`config.mk`:
```
export PLATFORM = sky130hd
export DESIGN_NAME = vga_timing
export DESIGN_NICKNAME = d
export VERILOG_FILES = /design/src/rtl/pong_pkg.sv /design/src/rtl/pix_clk_en.sv /design/src/rtl/vga_timing.sv
export SDC_FILE = /design/constraint.sdc
export NUM_CORES = 1
export LEC_CHECK = 0
export ABC_CLOCK_PERIOD_IN_PS = 6900
export BUFFER_PORTS_ARGS = -buffer_cell sky130_fd_sc_hd__buf_4
export CAP_MARGIN = 20
export CORE_MARGIN = 1
export CORE_UTILIZATION = 45
export CTS_BUF_LIST = sky130_fd_sc_hd__clkbuf_4
export CTS_CLUSTER_DIAMETER = 80
export CTS_CLUSTER_SIZE = 14
export DETAILED_ROUTE_END_ITERATION = 12
export GPL_ROUTABILITY_DRIVEN = 1
export PLACE_DENSITY = 0.67
export SYNTH_ARGS = -nofsm -noshare
export SYNTH_HDL_FRONTEND = slang
export SYNTH_SLANG_ARGS = --single-unit
```
`constraint.sdc`:
```
create_clock -name clk -period 6.9 [get_ports clk]
set_clock_uncertainty 0.2 [all_clocks]
set_input_delay 1.38 -clock clk [delete_from_list [all_inputs] [get_ports clk]]
set_output_delay 1.38 -clock clk [all_outputs]
set_load 0.05 [all_outputs]
```
`src/rtl/pong_pkg.sv`:
```
// Shared constants for the Pong display pipeline: default 640x480 raster
// timing, coordinate width, screen-edge positions used by the ball and
// paddle logic, and a small window-decode helper used by the sync decode.
package pong_pkg;

  localparam int COORD_W = 10;

  localparam int H_ACTIVE = 640;
  localparam int H_FP     = 16;
  localparam int H_SYNC   = 96;
  localparam int H_BP     = 48;
  localparam int V_ACTIVE = 480;
  localparam int V_FP     = 10;
  localparam int V_SYNC   = 2;
  localparam int V_BP     = 33;

  localparam int H_TOTAL = H_ACTIVE + H_FP + H_SYNC + H_BP;
  localparam int V_TOTAL = V_ACTIVE + V_FP + V_SYNC + V_BP;

  // Playfield edges in pixel coordinates (inclusive).
  localparam logic [COORD_W-1:0] SCREEN_LEFT   = 10'd0;
  localparam logic [COORD_W-1:0] SCREEN_RIGHT  = 10'd639;
  localparam logic [COORD_W-1:0] SCREEN_TOP    = 10'd0;
  localparam logic [COORD_W-1:0] SCREEN_BOTTOM = 10'd479;

  // True when lo <= v < lo + len.
  function automatic logic in_window(input logic [COORD_W-1:0] v,
                                     input int lo, input int len);
    int vi;
    vi = int'(v);
    return (vi >= lo) && (vi < (lo + len));
  endfunction

endpackage

```
`src/rtl/pix_clk_en.sv`:
```
// Pixel clock-enable generator: divides the system clock by CLK_DIV and
// emits a one-clk registered enable once per pixel period. Kept separate
// so the renderers can reuse the same divider.
module pix_clk_en #(
  parameter int CLK_DIV = 2
) (
  input  logic clk,
  input  logic reset_n,
  output logic pix_tick
);

  localparam int DIV_W = (CLK_DIV > 1) ? $clog2(CLK_DIV) : 1;
  localparam logic [DIV_W-1:0] DIV_LAST = DIV_W'(CLK_DIV - 1);

  if (CLK_DIV < 1) begin : g_div_check
    $error("pix_clk_en: CLK_DIV must be >= 1");
  end

  logic [DIV_W-1:0] div_cnt_q, div_cnt_d;
  logic             pix_tick_q, pix_tick_d;

  // Next divider count and registered enable aligned with the last count.
  always_comb begin
    div_cnt_d  = div_cnt_q;
    pix_tick_d = 1'b0;
    if (div_cnt_q == DIV_LAST) begin
      div_cnt_d = '0;
    end else begin
      div_cnt_d = div_cnt_q + 1'b1;
    end
    pix_tick_d = (div_cnt_d == DIV_LAST);
  end

  // Divider state register.
  always_ff @(posedge clk or negedge reset_n) begin
    if (!reset_n) begin
      div_cnt_q  <= '0;
      pix_tick_q <= 1'b0;
    end else begin
      div_cnt_q  <= div_cnt_d;
      pix_tick_q <= pix_tick_d;
    end
  end

  assign pix_tick = pix_tick_q;

endmodule

```
`src/rtl/vga_timing.sv`:
```
// Raster timing generator: pixel/line counters, hsync/vsync, active-video
// flag and a per-frame tick. All outputs are registered and decoded from
// the next-state counters so they line up with hcount/vcount exactly.
// Optional build macro VGA_FRAME_COUNT_EN adds a 16-bit frame counter.
module vga_timing
  import pong_pkg::*;
#(
  parameter int   CLK_DIV     = 2,
  parameter int   H_ACTIVE    = pong_pkg::H_ACTIVE,
  parameter int   H_FP        = pong_pkg::H_FP,
  parameter int   H_SYNC      = pong_pkg::H_SYNC,
  parameter int   H_BP        = pong_pkg::H_BP,
  parameter int   V_ACTIVE    = pong_pkg::V_ACTIVE,
  parameter int   V_FP        = pong_pkg::V_FP,
  parameter int   V_SYNC      = pong_pkg::V_SYNC,
  parameter int   V_BP        = pong_pkg::V_BP,
  parameter logic SYNC_ACTIVE = 1'b0
) (
  input  logic               clk,
  input  logic               reset_n,
  output logic               pix_tick,
  output logic [COORD_W-1:0] hcount,
  output logic [COORD_W-1:0] vcount,
  output logic               hsync,
  output logic               vsync,
  output logic               video_on,
  output logic               frame_tick
`ifdef VGA_FRAME_COUNT_EN
  ,
  output logic [15:0]        frame_count
`endif
);

  localparam int LINE_LEN    = H_ACTIVE + H_FP + H_SYNC + H_BP;
  localparam int FRAME_LINES = V_ACTIVE + V_FP + V_SYNC + V_BP;
  localparam logic [COORD_W-1:0] H_LAST = COORD_W'(LINE_LEN - 1);
  localparam logic [COORD_W-1:0] V_LAST = COORD_W'(FRAME_LINES - 1);

  if (((LINE_LEN - 1) >= (1 << COORD_W)) || ((FRAME_LINES - 1) >= (1 << COORD_W))) begin : g_width_check
    $error("vga_timing: total line or frame length does not fit in COORD_W bits");
  end

  logic               pix_tick_s;
  logic [COORD_W-1:0] hcount_q, hcount_d;
  logic [COORD_W-1:0] vcount_q, vcount_d;
  logic               hsync_q, hsync_d;
  logic               vsync_q, vsync_d;
  logic               video_on_q, video_on_d;
  logic               frame_tick_q, frame_tick_d;

  pix_clk_en #(
    .CLK_DIV (CLK_DIV)
  ) u_pix_clk_en (
    .clk      (clk),
    .reset_n  (reset_n),
    .pix_tick (pix_tick_s)
  );

  // Pixel/line counters, advancing once per pixel period.
  always_comb begin
    hcount_d = hcount_q;
    vcount_d = vcount_q;
    if (pix_tick_s) begin
      if (hcount_q == H_LAST) begin
        hcount_d = '0;
        if (vcount_q == V_LAST) begin
          vcount_d = '0;
        end else begin
          vcount_d = vcount_q + 1'b1;
        end
      end else begin
        hcount_d = hcount_q + 1'b1;
        vcount_d = vcount_q;
      end
    end else begin
      hcount_d = hcount_q;
      vcount_d = vcount_q;
    end
  end

  // Sync/video decode from the next-state counters; holds between pixels.
  always_comb begin
    hsync_d      = hsync_q;
    vsync_d      = vsync_q;
    video_on_d   = video_on_q;
    frame_tick_d = 1'b0;
    if (pix_tick_s) begin
      hsync_d      = in_window(hcount_d, H_ACTIVE + H_FP, H_SYNC) ? SYNC_ACTIVE : ~SYNC_ACTIVE;
      vsync_d      = in_window(vcount_d, V_ACTIVE + V_FP, V_SYNC) ? SYNC_ACTIVE : ~SYNC_ACTIVE;
      video_on_d   = in_window(hcount_d, 0, H_ACTIVE) && in_window(vcount_d, 0, V_ACTIVE);
      frame_tick_d = (vsync_d == SYNC_ACTIVE) && (vsync_q != SYNC_ACTIVE);
    end else begin
      frame_tick_d = 1'b0;
    end
  end

  // Counter and decoded-output registers.
  always_ff @(posedge clk or negedge reset_n) begin
    if (!reset_n) begin
      hcount_q     <= '0;
      vcount_q     <= '0;
      hsync_q      <= ~SYNC_ACTIVE;
      vsync_q      <= ~SYNC_ACTIVE;
      video_on_q   <= 1'b0;
      frame_tick_q <= 1'b0;
    end else begin
      hcount_q     <= hcount_d;
      vcount_q     <= vcount_d;
      hsync_q      <= hsync_d;
      vsync_q      <= vsync_d;
      video_on_q   <= video_on_d;
      frame_tick_q <= frame_tick_d;
    end
  end

`ifdef VGA_FRAME_COUNT_EN
  logic [15:0] frame_count_q, frame_count_d;

  // Frame counter bumps in the same clk as frame_tick and wraps naturally.
  always_comb begin
    frame_count_d = frame_count_q;
    if (frame_tick_d) begin
      frame_count_d = frame_count_q + 16'd1;
    end else begin
      frame_count_d = frame_count_q;
    end
  end

  // Frame counter register.
  always_ff @(posedge clk or negedge reset_n) begin
    if (!reset_n) begin
      frame_count_q <= 16'd0;
    end else begin
      frame_count_q <= frame_count_d;
    end
  end

  assign frame_count = frame_count_q;
`endif

  assign pix_tick   = pix_tick_s;
  assign hcount     = hcount_q;
  assign vcount     = vcount_q;
  assign hsync      = hsync_q;
  assign vsync      = vsync_q;
  assign video_on   = video_on_q;
  assign frame_tick = frame_tick_q;

endmodule
```
==> metrics.cfg <==
[finish]
final_util_pct=55.7
syn_to_final_growth_pct=17.3
antennaDiodeCount=0
drive_above_1_share_pct=23.1
fillCellCount=296
nets=179

[routing]
ant_nets=0
drt_wl_total_um=3250
wl_met3_um=149
highest_layer=met4
viasPerCell=5.66
drc_errors=0
wl_met1_um=1520
vias=1229
dr.pass1.iters=4
wl_per_cell_um=15.0
met2_length_um=1500
drt_iter0_markers=45

[cts]
cts_setup_buffers=0
cts_sinks=25
numCtsBuffers=3
cts_max_level=1
cts_hold_buf=0
ctsResizeCount=0
cts_root_buf=clkbuf_4
cts_max_path_buffers=2
cts_tree=built
clk-insertion-delay-late_ns=0.34
clk_pin_slew_ns=0.13

[die]
core_um2=3050
die_area_um2=3450
start_util_pct=47.5
rows=20
ioPinCount=27
die_x_um=58.8
fp.dieH_um=58.8

[critical_path]
startpoint_type=flop
worstPathCellList=or4b_4, nor3_4, nand3_2, mux2_4, nor4b_2, and3_1
worst-setup-path-type=flop to flop
worstPathMaxFanout=19
end_kind=flop
slowest_delay_ns=0.60
worstPathRequired_ns=6.98
crit_family=simple AND/OR/NAND/NOR gates
crit_slowest_cell=nor3_4
cp_data_arrival_time_ns=3.00
critPathBufInv=0

[logic_synthesis]
synth-seq-area-share_pct=43.3
synth_warnings=0
synthXorXnorAreaFrac_pct=8.46
synth_cells=149
synth.most_common_cell=dfrtp_1
synth_area_um2=1450
synthDistinctLibCells=43
synth_edf_count=0
synth_adder_area_share_pct=2.59
synth_mux_area_share_pct=1.73
yosys.area_share.simple_pct=27.4
ys_seq_elements=25
synth_top_area_share_pct=39.7
synth_top_family_by_area=simple AND/OR/NAND/NOR gates
synth.top_cells.by_count=dfrtp_1, nor2_1, nand2_1
synth_area_leaders=dfrtp_1, xnor2_1, dfstp_2
synth_nets=154
async_flop_share_pct=100
yosysTopAreaCell=dfrtp_1
syn_avg_cell_area_um2=9.73
synth_ff_type=dfrtp_1
synth_compound_area_share_pct=12.4

[power_and_ir_drop]
ir_drop_mv=0.0894
powerDensity_nw_per_um2=131
p_leak_nw=0.784

[grt]
grt_max_degree=26
antenna_found_initial=0
grt.overflow.total=0
grt_pass1_wl_um=5330
grt_pass1_vias=1112
grt_usage_pct=20.9

[timing]
fmax_mhz=343
finalHoldViolations=0
min_period_ns=2.92
max-slew-margin-rel_pct=53.7
worstMarginPinSlew_ns=0.692
setup_violations=0
slew_viol_final=0
holdWs_ns=0.303
post-route-period-util_pct=42.3
setup-tns-final_ns=0
rsz0062_at_grt=false

[job]
max-cap-violations=0

[place]
routabilityCongestion=0.880
hpwl_um=2320
io_buffers=26

[worst_hold_path]
hp-class=flop to flop

[status]
status=complete, no violations

-- cells by family after synthesis --
kind of cell               after synthesis
AOI/OAI and AO/OA                       27
xor gates and xnor gates                14
adders and majority gates                3
buffers and inverters                   14
DFF                                     25
muxes                                    2
and+or+nand+nor                         64
-- power breakdown --
| group | leakage [nW] | internal [W] | switching [W] |
|---|---|---|---|
| logic | 0.442 | 0.000000386 | 0.00000279 |
| clock network | 0.0184 | 0.0000267 | 0.0000461 |
| registers | 0.323 | 0.000147 | 0 |
| total | 0.784 | 0.000174 | 0.0000488 |
-- stage by stage --
step	instances	power [W]	setup slack, ns	area [µm²]
final	217	0.000223	3.98	1700
after global routing	217	0.000231	3.78	1700
after CTS	217	0.000227	3.98	1700
after detailed placement	213	0.000153	4.01	1670
after global placement	213	0.000153	4.10	1670
after floorplan	149	0.000149	4.17	1450
-- worst reg2reg max path, stage by stage (launching register included) --
cell,delay (ns)
dfrtp_1,0.51
or4b_4,0.55
nor3_4,0.60
nand3_2,0.16
mux2_4,0.34
nor4b_2,0.31
and3_1,0.19
-- flip-flops by register name, indices dropped and copies added (netlist names) --
signal	count
frame_tick	1
hcount	10
hsync	1
u_pix_clk_en.pix_tick	1
vcount	10
video_on	1
vsync	1
-- area by class of cell --
| class | instances | area, µm² | area share, % |
|---|---|---|---|
| inverter | 8 | 30.0 | 1.77 |
| tap | 44 | 55.1 | 3.24 |
| multi-input combinational | 110 | 762 | 44.8 |
| sequential | 25 | 628 | 36.9 |
| timing repair buffer | 26 | 195 | 11.5 |
| clock buffer | 4 | 30.0 | 1.77 |
-- metal layers --
metal	vias to the layer above	global-route usage, %
li1	594	-
met3	7	2.42
met2	44	31.8
met5	-	0
met1	584	28.8
met4	0	11.9
-- placed cells by master (no fill, tap or decap), drive strengths merged, types with 3 or more instances in the layout --
cell	n
buf	26
dfrtp	23
nor2	12
nand2	11
inv	8
xnor2	8
nand4	7
a21oi	7
xor2	6
nand3	6
o21ai	5
nor3	5
and3	4
clkbuf	4
or3	4
o31ai	3
a31oi	3
ha	3
nor4b	3
-- worst paths after layout --
kind / slack [ns] / from / end / cells after the start
worst max-delay path: 3.98 / hcount[7]$_DFF_PN0_ / frame_tick$_DFF_PN0_ / 6
worst min-delay path: 0.30 / hsync$_DFFE_PN1P_ / hsync$_DFFE_PN1P_ / 2
worst max register to register: 3.98 / hcount[7]$_DFF_PN0_ / frame_tick$_DFF_PN0_ / 6
worst min register to register: 0.30 / hsync$_DFFE_PN1P_ / hsync$_DFFE_PN1P_ / 2
max in group asynchronous: 5.49 / reset_n / vsync$_DFFE_PN1P_ / 1
min in group asynchronous: 0.72 / reset_n / vcount[2]$_DFF_PN0_ / 1
Note: power is estimated with default switching activity, not from simulation.
